$ cat src/rtl/parent_call_agent.sv
// Call/return agent between a multithreaded core and its child command/return FIFOs.
// Tracks outstanding return-calls per thread and supports a drain handshake.
module parent_call_agent #(
  parameter  int THREAD     = 16,
  parameter  int CHILD      = 256,
  parameter  int ARG_W      = 32,
  parameter  int ARG_NUM    = 4,
  parameter  int MAX_OUT    = 15,
  localparam int LOG_THREAD = (THREAD == 1) ? 1 : $clog2(THREAD),
  localparam int LOG_CHILD  = (CHILD == 1) ? 1 : $clog2(CHILD),
  localparam int CMD_DW     = ARG_W*ARG_NUM + LOG_THREAD + LOG_CHILD + 1 + 32,
  localparam int RET_DW     = 32 + LOG_THREAD
) (
  input  logic                        clk,
  input  logic                        rstn,
  input  logic                        core_call_vld_i,
  output logic                        core_call_rdy_o,
  input  logic [LOG_CHILD-1:0]        core_call_child_i,
  input  logic [LOG_THREAD-1:0]       core_call_thread_i,
  input  logic                        core_call_retreq_i,
  input  logic [31:0]                 core_call_pc_i,
  input  logic [ARG_NUM*ARG_W-1:0]    core_call_args_i,
  output logic [CMD_DW-1:0]           cmdfifo_din_o,
  output logic                        cmdfifo_write_o,
  input  logic                        cmdfifo_full_n_i,
  input  logic                        retfifo_empty_n_i,
  output logic                        retfifo_pop_o,
  input  logic [RET_DW+LOG_CHILD-1:0] retfifo_dout_i,
  output logic                        core_ret_vld_o,
  input  logic                        core_ret_rdy_i,
  output logic [31:0]                 core_ret_data_o,
  output logic [LOG_THREAD-1:0]       core_ret_thread_o,
  output logic [LOG_CHILD-1:0]        core_ret_child_o,
  output logic [THREAD-1:0]           thread_busy_o,
  input  logic                        drain_i,
  output logic                        drain_done_o,
  output logic                        err_underflow_o
);
  localparam int CNT_W = $clog2(MAX_OUT + 1);
  localparam int THR_LSB = 33 + LOG_CHILD;

  typedef enum logic [1:0] {S_RUN, S_DRAIN, S_DONE} state_t;

  state_t                r_state;
  state_t                w_state_nxt;
  logic                  r_slot_vld;
  logic [CMD_DW-1:0]     r_slot;
  logic                  r_ret_vld;
  logic [31:0]           r_ret_data;
  logic [LOG_THREAD-1:0] r_ret_thr;
  logic [LOG_CHILD-1:0]  r_ret_chd;
  logic [CNT_W-1:0]      r_cnt [THREAD];
  logic [CNT_W-1:0]      w_cnt_nxt [THREAD];
  logic                  r_err;
  logic                  r_done;

  logic                  w_wr;
  logic                  w_ret_hs;
  logic                  w_pop;
  logic                  w_accept;
  logic                  w_room;
  logic                  w_uf;
  logic                  w_idle;
  logic                  w_done_set;
  logic                  w_slot_rr;
  logic [LOG_THREAD-1:0] w_slot_thr;
  logic [THREAD-1:0]     w_inc;
  logic [THREAD-1:0]     w_dec;
  logic [THREAD-1:0]     w_busy;

  assign w_slot_rr  = r_slot[32];
  assign w_slot_thr = r_slot[THR_LSB +: LOG_THREAD];
  assign w_wr       = r_slot_vld & cmdfifo_full_n_i;
  assign w_ret_hs   = r_ret_vld & core_ret_rdy_i;
  // Gated by rstn so no pop can escape while the return register is held in reset.
  assign w_pop      = rstn & retfifo_empty_n_i & (~r_ret_vld | core_ret_rdy_i);

  always_comb begin
    w_inc = '0;
    w_dec = '0;
    if (w_wr & w_slot_rr) w_inc[w_slot_thr] = 1'b1;
    if (w_ret_hs)         w_dec[r_ret_thr]  = 1'b1;
  end

  always_comb begin
    w_uf = 1'b0;
    for (int t = 0; t < THREAD; t++) begin
      w_cnt_nxt[t] = r_cnt[t];
      w_busy[t]    = |r_cnt[t];
      if (w_dec[t] && r_cnt[t] == '0) w_uf = 1'b1;
      if (w_inc[t] && !w_dec[t])
        w_cnt_nxt[t] = r_cnt[t] + CNT_W'(1);
      else if (w_dec[t] && !w_inc[t] && r_cnt[t] != '0)
        w_cnt_nxt[t] = r_cnt[t] - CNT_W'(1);
    end
  end

  assign w_room   = w_cnt_nxt[core_call_thread_i] < CNT_W'(MAX_OUT);
  assign core_call_rdy_o = rstn & (r_state == S_RUN)
                         & (~r_slot_vld | w_wr)
                         & (~core_call_retreq_i | w_room);
  assign w_accept = core_call_vld_i & core_call_rdy_o;
  assign w_idle   = ~r_slot_vld & ~|w_busy & ~r_ret_vld;

  always_comb begin
    w_state_nxt = r_state;
    w_done_set  = 1'b0;
    unique case (r_state)
      S_RUN:   if (drain_i) w_state_nxt = S_DRAIN;
      S_DRAIN: if (w_idle) begin
        w_state_nxt = S_DONE;
        w_done_set  = 1'b1;
      end
      S_DONE:  if (!drain_i) w_state_nxt = S_RUN;
      default: w_state_nxt = S_RUN;
    endcase
  end

  always_ff @(posedge clk or negedge rstn) begin
    if (!rstn) begin
      r_state    <= S_RUN;
      r_slot_vld <= 1'b0;
      r_slot     <= '0;
      r_ret_vld  <= 1'b0;
      r_ret_data <= '0;
      r_ret_thr  <= '0;
      r_ret_chd  <= '0;
      r_err      <= 1'b0;
      r_done     <= 1'b0;
      for (int t = 0; t < THREAD; t++) r_cnt[t] <= '0;
    end else begin
      r_state <= w_state_nxt;
      r_done  <= w_done_set;
      if (w_uf) r_err <= 1'b1;
      for (int t = 0; t < THREAD; t++) r_cnt[t] <= w_cnt_nxt[t];
      if (w_accept) begin
        r_slot_vld <= 1'b1;
        r_slot     <= {core_call_args_i, core_call_thread_i,
                       core_call_child_i, core_call_retreq_i,
                       core_call_pc_i};
      end else if (w_wr) begin
        r_slot_vld <= 1'b0;
      end
      if (w_pop) begin
        r_ret_vld  <= 1'b1;
        r_ret_data <= retfifo_dout_i[31:0];
        r_ret_thr  <= retfifo_dout_i[32 +: LOG_THREAD];
        r_ret_chd  <= retfifo_dout_i[RET_DW +: LOG_CHILD];
      end else if (w_ret_hs) begin
        r_ret_vld  <= 1'b0;
      end
    end
  end

  assign cmdfifo_din_o     = r_slot;
  assign cmdfifo_write_o   = w_wr;
  assign retfifo_pop_o     = w_pop;
  assign core_ret_vld_o    = r_ret_vld;
  assign core_ret_data_o   = r_ret_data;
  assign core_ret_thread_o = r_ret_thr;
  assign core_ret_child_o  = r_ret_chd;
  assign thread_busy_o     = w_busy;
  assign drain_done_o      = r_done;
  assign err_underflow_o   = r_err;

endmodule

$ cat config.mk
export PLATFORM = sky130hd
export DESIGN_NAME = parent_call_agent
export DESIGN_NICKNAME = d
export VERILOG_FILES = /design/src/rtl/parent_call_agent.sv
export SDC_FILE = /design/constraint.sdc
export NUM_CORES = 1
export LEC_CHECK = 0
export ABC_AREA = 0
export CORE_MARGIN = 2
export CORE_UTILIZATION = 34
export CTS_CLUSTER_DIAMETER = 150
export DETAILED_ROUTE_END_ITERATION = 12
export PLACE_DENSITY_LB_ADDON = 0.25
export SLEW_MARGIN = 15
export SYNTH_ARGS = -nofsm -noshare
export SYNTH_HDL_FRONTEND = slang
export SYNTH_SLANG_ARGS = --single-unit
$ cat constraint.sdc
create_clock -name clk -period 10.22 [get_ports clk]
set_input_delay 3.066 -clock clk [delete_from_list [all_inputs] [get_ports clk]]
set_output_delay 3.066 -clock clk [all_outputs]
set_load 0.05 [all_outputs]
* After elaboration in Yosys (flattened, before gate mapping)
Cells that the tools add are included.
Word-level totals: RAM bits 0, register bits 287, latch bits 0, output and inout port bits 239, input port bits 224, memories 0, logic and storage cells 305, memory bits (read-only) 0
Operators by class: mux-type cells 67, multipliers 0, add/subtract/negate cells 32, divide/modulo/power cells 0, bitwise operators 18, equality and inequality tests 5, shift operators 0, reduce and logical (&&, ||, !) cells 152, magnitude comparators 6
Operator list (number):
- $mux W4 | 34
- $logic_and A1 B1 Y1 | 66
- $add A4 B1 Y4 const B | 16
- $logic_not A4 Y1 | 16
- $reduce_bool A4 Y1 | 16
- $reduce_or A4 Y1 | 16
- $reduce_or A64 Y1 | 1
- $sub A4 B1 Y4 const B | 16
- $logic_not A1 Y1 | 33
- $mux W16 | 2
- $mux W1 | 24
- $bmux W4 S4 | 1
- $and A1 B1 Y1 | 11
- $lt A4 B5 Y1 const B | 2
- $demux W1 S4 | 2
- $ge A4 B1 Y1 const B | 2
- $mux W2 | 3
- $ne A2 B2 Y1 const B | 3
- $pmux W2 S3 | 1
- $ge A5 B5 Y1 const B | 1
- $not A4 Y5 | 1
- $lt A4 B4 Y1 const B | 1
- $reduce_bool A2 Y1 | 2
- $not A1 Y1 | 3
- 5 further kinds | 7

* Longest topological paths before layout
Gate-level depths: netlist of run 1.
depth in word-level cells 22, gate-level depth with buffers 16

* Worst setup path before layout of run 1
OpenSTA, ideal clock, no wires.
path type input port to output port, from in core_ret_rdy_i, to out core_call_rdy_o, stages on the path 11, buffers on the path 2, arrival time 6048 ps, slack 1106 ps, path through buf_2 -> and4_4 -> buf_6 -> a211oi_2 -> nand3_1 -> a32o_1 -> a211oi_2 -> a2111oi_2 -> a32oi_2 -> o21ai_0 -> a21boi_0
RTL lines:
- start, declared | RTL line 30 | input logic core_ret_rdy_i,
- end, declared | RTL line 17 | output logic core_call_rdy_o,

* Worst setup path in the final report of run 1
from in cmdfifo_full_n_i, to out core_call_rdy_o
Between the ends: cells in the longest elaborated chain, start to end 14, elaborated cells between the ends (all ways) 107
RTL lines:
- start, declared | RTL line 25 | input logic cmdfifo_full_n_i,
- $and A1 B1 Y1 * | RTL line 73 | assign w_wr = r_slot_vld & cmdfifo_full_n_i;
- $and A1 B1 Y1 | RTL line 81 | if (w_wr & w_slot_rr) w_inc[w_slot_thr] = 1'b1;
- $mux W16 | RTL line 81
- $logic_not A1 Y1 | RTL line 93 | else if (w_dec[t] && !w_inc[t] && r_cnt[t] != '0)
- $logic_and A1 B1 Y1 (2 in series) | RTL line 93
- $mux W4 | RTL line 93
- $mux W4 | RTL line 91 | if (w_inc[t] && !w_dec[t])
- $bmux W4 S4 | RTL line 98 | assign w_room = w_cnt_nxt[core_call_thread_i] < CNT_W'(MAX_OUT);
- $mux W4 (not written as such) (2 in series) | RTL line 98
- $lt A4 B4 Y1 | RTL line 98
- $or A1 B1 Y1 | RTL line 101 | & (~core_call_retreq_i | w_room);
- $and A1 B1 Y1 * | RTL line 101
Mark *: on every way between the ends. The rest lies on a longest branch, timed or not. The select of a mux whose other input is x is not followed.

==> flow_summary.yaml, run 1 <==
sta:
  fin_setup_tns_ps: 0
  setup_viol: 0
  rsz0062_at_grt: "false"
  layout_min_cycle_time_ps: 9730
  fin_skew_ps: 21.8
  period_share_pct: 95.2
  finalHoldViolations: 0
  max_freq_ghz: 0.103
  drv_slew: 0
  max_slew_margin_pct: 22.2
  worst_pin_slew_ps: 1170
die:
  die_area_sq_um: 49700
  fp.dieW_microns: 223
  rows: 80
  core-area_sq_um: 47500
  start_util_pct: 34.3
  ioPinCount: 463
  die_h_microns: 223
yosys:
  synth_cell_types: 91
  synth_area_leaders: "dfrtp_1 (44%), inv_1 (8.9%), o221ai_2 (8.3%), nand2_1 (5.0%), o221ai_1 (4.6%)"
  syn_area_per_cell_sq_um: 9.72
  synth_top_area_share_pct: 44.0
  postSynthNetCount: 1950
  synthAdderAreaFrac_pct: 3.68
  yosys.area_share.simple_pct: 12.4
  ys.flop_type: "dfrtp_1"
  synth_common_cells: "inv_1 (386), dfrtp_1 (287), nand2_1 (218)"
  synth_edf_count: 0
  async_reset_ff_share_pct: 100
  ys_warn_count: 0
  seq_area_frac_synth_pct: 44.0
  syn_area_sq_um: 16300
  post-synth-top-count-cell: "inv_1"
  yosysTopAreaCell: "dfrtp_1"
  synth_top_family_by_area: "compound AO/OA/AOI/OAI gates"
  synth-compound-area-share_pct: 21.7
  syn_inst: 1678
  synth.area.mux_share_pct: 3.66
  synth_seq_cells: 287
  yosys.area_share.xor_xnor_pct: 2.20
critical_path:
  crit_family: "compound AO/OA/AOI/OAI gates"
  critPathMostFrequentCell: "a211oi_2"
  slowest_stage: "and4_1"
  critPathBufInv: 2
  startpoint_type: "primary input"
  worstPathArrival_ps: 6660
  path_cells: "clkdlybuf4s50_1 > and4_1 > a211oi_2 > a32oi_1 > mux2i_1 > a211oi_2 > a2111oi_2 > a32oi_2 > o21ai_0 > a21boi_0 > buf_12"
  cp-end-kind: "output port"
  max_stage_delay_ps: 640
  path_max_fanout: 12
  crit_type: "primary input to output port"
  required_ps: 7150
  r2r_slack_ps: 5240
clock_tree:
  clockBufferDepth: 3
  cts_inserted_buffers: 36
  cts_sinks: 287
  cts_htree_levels: 2
  clock_latency_ps: 560
  root_buffer: "clkbuf_16"
  ctsResizeCount: 0
  cts_hold_buf: 0
  postCtsSetupRepairBufs: 0
  cts_tree: "built"
  clk_pin_slew_ps: 60
layout:
  nets: 2375
  drive_above_1_share_pct: 12.2
  final_core_util_pct: 47.6
  ff_latch_area_sq_um: 7180
  multi_input_area_sq_um: 7160
  fill_cells: 4328
  area_growth_pct: 38.8
drt:
  post-route-drc-count: 0
  drt-total-wl_microns: 53200
  dr.pass1.iters: 5
  drt-initial-drc-count: 1063
  viasPerCell: 5.14
  detail_route.wl_per_cell_microns: 19.4
  num_vias: 14100
  postRouteAntennaNets: 0
placed_design:
  dp_hpwl_microns: 37700
  gp_congestion: 0.910
  portBuffers: 462
global_routing:
  grt_pass1_vias: 14100
  antenna_found_initial: 3
  grt_start_max_net_pins: 166
  grt_use_total_pct: 21.0
  grt_pass1_wl_microns: 82300
  grt_overflow_total: 0
status:
  status: "finished, final reports clean"
flow_run:
  max-cap-violations: 0
power_and_ir_drop:
  power_leakage_nw: 10.0
  peakVddDrop_mv: 0.135
  power_density_nw_per_um2: 188
worst_hold_path:
  hold_class: "flip-flop to flip-flop"
## cells in the final DEF (no fill, tap or decap), drive strengths merged, types with 5 or more instances in the layout
cell and instances:
o221ai 175, ha 48, buf 24, or3b 10, a22oi 6, o21ai 16, o2bb2ai 11, nor3b 9
and2 8, a211oi 26, a31oi 7, mux2i 9, clkdlybuf4s50 460, nor3 35, xnor2 38, a21oi 20
a32oi 17, nand4 13, o22ai 8, or2 5, a311oi 5, clkbuf 47, dfrtp 287, and4 6
mux2 45, a2111oi 5, nand3 26, inv 388, clkinv 6, nor2 34, nand2 218, bufinv 5
and3 17, o211ai 11
## worst paths after layout
| path | from | end | depth (start not counted) |
|---|---|---|---|
| max in group asynchronous | rstn | cmdfifo_din_o[137]$_DFFE_PN0P_ | 2 |
| worst max-delay path | cmdfifo_full_n_i | core_call_rdy_o | 11 |
| worst max register to register | core_ret_thread_o[1]$_DFFE_PN0P_ | cmdfifo_din_o[57]$_DFFE_PN0P_ | 10 |
| worst min register to register | err_underflow_o$_DFFE_PN0P_ | err_underflow_o$_DFFE_PN0P_ | 1 |
| worst min-delay path | err_underflow_o$_DFFE_PN0P_ | err_underflow_o$_DFFE_PN0P_ | 1 |
| min in group asynchronous | rstn | r_cnt[7]$_DFF_PN0_ | 1 |
## final cells by class
class,count,share of cell area (%)
Inverter,387,6.42
Clock buffer,47,4.38
Sequential cell,287,31.7
Antenna cell,2,0.0221
Multi-Input combinational cell,907,31.6
Tap cell,615,3.40
Timing Repair Buffer,484,21.4
Clock inverter,13,0.984
## metal layers
| metal | vias to the layer above | wire length, microns | global-route usage [%] |
|---|---|---|---|
| met5 | - | 0 | 0 |
| met2 | 524 | 26300 | 35.9 |
| met1 | 6845 | 21500 | 25.8 |
| met3 | 100 | 3830 | 5.33 |
| met4 | 0 | 1610 | 6.95 |
| li1 | 6638 | - | - |
## flip-flops by register name, summed over array words and instances, names as in the netlist
register,count
err_underflow_o,1
cmdfifo_din_o,173
drain_done_o,1
core_ret_vld_o,1
r_cnt,64
core_ret_thread_o,4
r_state,2
core_ret_child_o,8
r_slot_vld,1
core_ret_data_o,32
## worst reg2reg max path: stages (launching register included)
cell and delay [ps]:
dfrtp_1 520, nor2b_1 830, a211oi_2 260, and4_1 300
o21a_1 190, o311a_1 370, a2111oi_2 360, a32oi_2 280
o211ai_1 420, buf_12 660, o221ai_1 610
## logic make-up after synthesis
family	after synthesis
AOI/OAI and AO/OA	352
buffers and inverters	484
adders and majority gates	48
and+or+nand+nor	412
DFF	287
muxes	54
xor gates and xnor gates	41
## where the power goes
part	internal, mW	switching, mW
Combinational	0.550	0.925
Sequential	1.29	0.151
Clock	0.813	0.530
## stage by stage
step           instances  total power, mW  area, sq um  worst slack [ps]  hold WS [ps]
5_1_grt             2741             4.46        22600               320           485
2_1_floorplan       1678             2.37        16300              1110           449
3_3_place_gp        2680             2.91        21400               663           461
3_5_place_dp        2680             2.93        21400               610           458
4_1_cts             2740             4.30        22600               586           471
6_report            2742             4.26        22600               490           464
Note: power is estimated with default switching activity, not from simulation.
==> run 2: changes to the inputs <==
--- a/config.mk
+++ b/config.mk
@@ -12,4 +12,5 @@
 export DETAILED_ROUTE_END_ITERATION = 12
 export PLACE_DENSITY_LB_ADDON = 0.25
+export SKIP_LAST_GASP = 1
 export SLEW_MARGIN = 15
 export SYNTH_ARGS = -nofsm -noshare
==> constraint.sdc (replaced) <==
create_clock -name clk -period 10.22 [get_ports clk]
set_input_delay 3.066 -clock clk [delete_from_list [all_inputs] [get_ports clk]]
set_output_delay 3.066 -clock clk [all_outputs]
set_load 0.1 [all_outputs]
==> run 2 against run 1 <==
Against the previous run:
- total power rose by 10%
- critical path type unchanged
- design area down 0.27%
- largest power group unchanged
- critical endpoint unchanged
- largest cell class unchanged
- utilization fell by 0.13 points
==> flow_summary.yaml, run 2 (synthesis gave the netlist of run 1 again) <==
critical_path:
  startpoint: "core_ret_rdy_i"
  path_max_fanout: 10
  endpoint: "core_call_rdy_o"
  r2r_slack_ps: 5320
  crit_type: "primary input to output port"
  worstPathArrival_ps: 6630
  r2r-end: "cmdfifo_din_o[45]$_DFFE_PN0P_"
  r2r-start: "core_ret_thread_o[1]$_DFFE_PN0P_"
  required_ps: 7150
  rr_worst_depth: 10
  startpoint_type: "primary input"
  cp-end-kind: "output port"
layout:
  fill_cells: 4436
  mostFrequentLayoutCell: "clkdlybuf4s50_1"
  nets: 2374
  final_core_util_pct: 47.5
  stdcell_count: 2746
  final_cell_mix: "clkdlybuf4s50_1 (459), inv_1 (386), dfrtp_1 (287)"
  area_growth_pct: 38.4
  ff_latch_area_sq_um: 7180
  multi_input_area_sq_um: 7160
  largest_reg_flops: 173
  drive_above_1_share_pct: 12.3
  final_area_sq_um: 22600
clock_tree:
  cts_hold_buf: 0
  clk_pin_slew_ps: 60
  clockBufferDepth: 3
  ctsResizeCount: 0
  clock_latency_ps: 540
  cts_sinks: 287
  root_buffer: "clkbuf_16"
  postCtsSetupRepairBufs: 0
  cts_tree: "built"
  cts_htree_levels: 2
  cts_inserted_buffers: 37
placed_design:
  dpl-instance-area_sq_um: 21400
  dpl.cell_count: 2678
  dp_slack_ps: 598
  gp_congestion: 0.926
  dp_hpwl_microns: 38200
  portBuffers: 462
drt:
  drt-total-wl_microns: 53200
  drt-initial-drc-count: 1013
  postRouteAntennaNets: 0
  dr.pass1.iters: 5
  viasPerCell: 5.13
  num_vias: 14100
  detail_route.wl_per_cell_microns: 19.4
  post-route-drc-count: 0
die:
  core-area_sq_um: 47500
  start_util_pct: 34.3
  die_h_microns: 223
  fp.dieW_microns: 223
  ioPinCount: 463
  rows: 80
  die_area_sq_um: 49700
global_routing:
  grt_use_total_pct: 21.2
  antenna_found_initial: 4
  grt_pass1_vias: 14400
  grt_start_max_net_pins: 160
  grt_overflow_total: 0
  grt_pass1_wl_microns: 83100
status:
  status: "finished, final reports clean"
sta:
  fin_setup_tns_ps: 0
  period_share_pct: 94.9
  fin_skew_ps: 12.2
  rsz0062_at_grt: "false"
  max_slew_margin_pct: 24.8
  setup_viol: 0
  max_freq_ghz: 0.103
  drv_slew: 0
  layout_min_cycle_time_ps: 9690
  finalHoldViolations: 0
  worst_pin_slew_ps: 1120
  setup_ws_ps: 526
flow_run:
  max-cap-violations: 0
worst_hold_path:
  hold_class: "flip-flop to flip-flop"
power_and_ir_drop:
  power_density_nw_per_um2: 208
  peakVddDrop_mv: 0.129
  power_leakage_nw: 10.0
run 2: area by class of cell:
cell class,instances,area share [%]
Sequential cell,287,31.8
Multi-Input combinational cell,907,31.7
Timing Repair Buffer,482,21.4
Inverter,387,6.43
Clock buffer,57,5.02
Tap cell,615,3.41
Clock inverter,8,0.205
Antenna cell,3,0.0332
run 2: per-layer routing:
| layer | global-route usage (%) | share of wire (%) | vias up |
|---|---|---|---|
| met1 | 25.9 | 40 | 6829 |
| met4 | 8.51 | 3.6 | 0 |
| met2 | 35.8 | 49 | 484 |
| met5 | 0 | 0 | - |
| li1 | - | - | 6643 |
| met3 | 5.40 | 7.0 | 121 |
run 2: per-stage QoR:
step                      hold slack [ps]  power (mW)
after detailed placement              458        3.43
after global placement                461        3.40
final                                 464        4.70
after CTS                             470        4.74
after floorplan                       449        2.86
after global routing                  484        4.90
run 2: worst min-delay path by stage:
| stage | endpoint | slack [ps] | cells past startpoint | startpoint |
|---|---|---|---|---|
| floorplan | r_state[0]$_DFFE_PN0P_ | 450 | 1 | r_state[1]$_DFFE_PN0P_ |
| global placement | err_underflow_o$_DFFE_PN0P_ | 460 | 1 | err_underflow_o$_DFFE_PN0P_ |
| detailed placement | err_underflow_o$_DFFE_PN0P_ | 460 | 1 | err_underflow_o$_DFFE_PN0P_ |
| CTS | err_underflow_o$_DFFE_PN0P_ | 470 | 1 | err_underflow_o$_DFFE_PN0P_ |
| global route | err_underflow_o$_DFFE_PN0P_ | 480 | 1 | err_underflow_o$_DFFE_PN0P_ |
| finish | err_underflow_o$_DFFE_PN0P_ | 460 | 1 | err_underflow_o$_DFFE_PN0P_ |
run 2: power by group:
| group | switching [mW] | leakage (nW) | total (mW) | internal [mW] |
|---|---|---|---|---|
| Clock | 0.518 | 0.584 | 1.28 | 0.762 |
| Combinational | 1.42 | 6.27 | 1.97 | 0.547 |
| Sequential | 0.151 | 3.16 | 1.45 | 1.29 |
| Total | 2.09 | 10.0 | 4.70 | 2.60 |
run 2: critical path, stage by stage:
cell	delay (ps)
clkdlybuf4s50_1	760
nand4b_1	400
a211oi_1	610
nand3_1	180
a21bo_2	250
nand4_1	100
o211ai_1	120
a32oi_2	380
o21ai_0	130
a21boi_0	380
buf_12	230
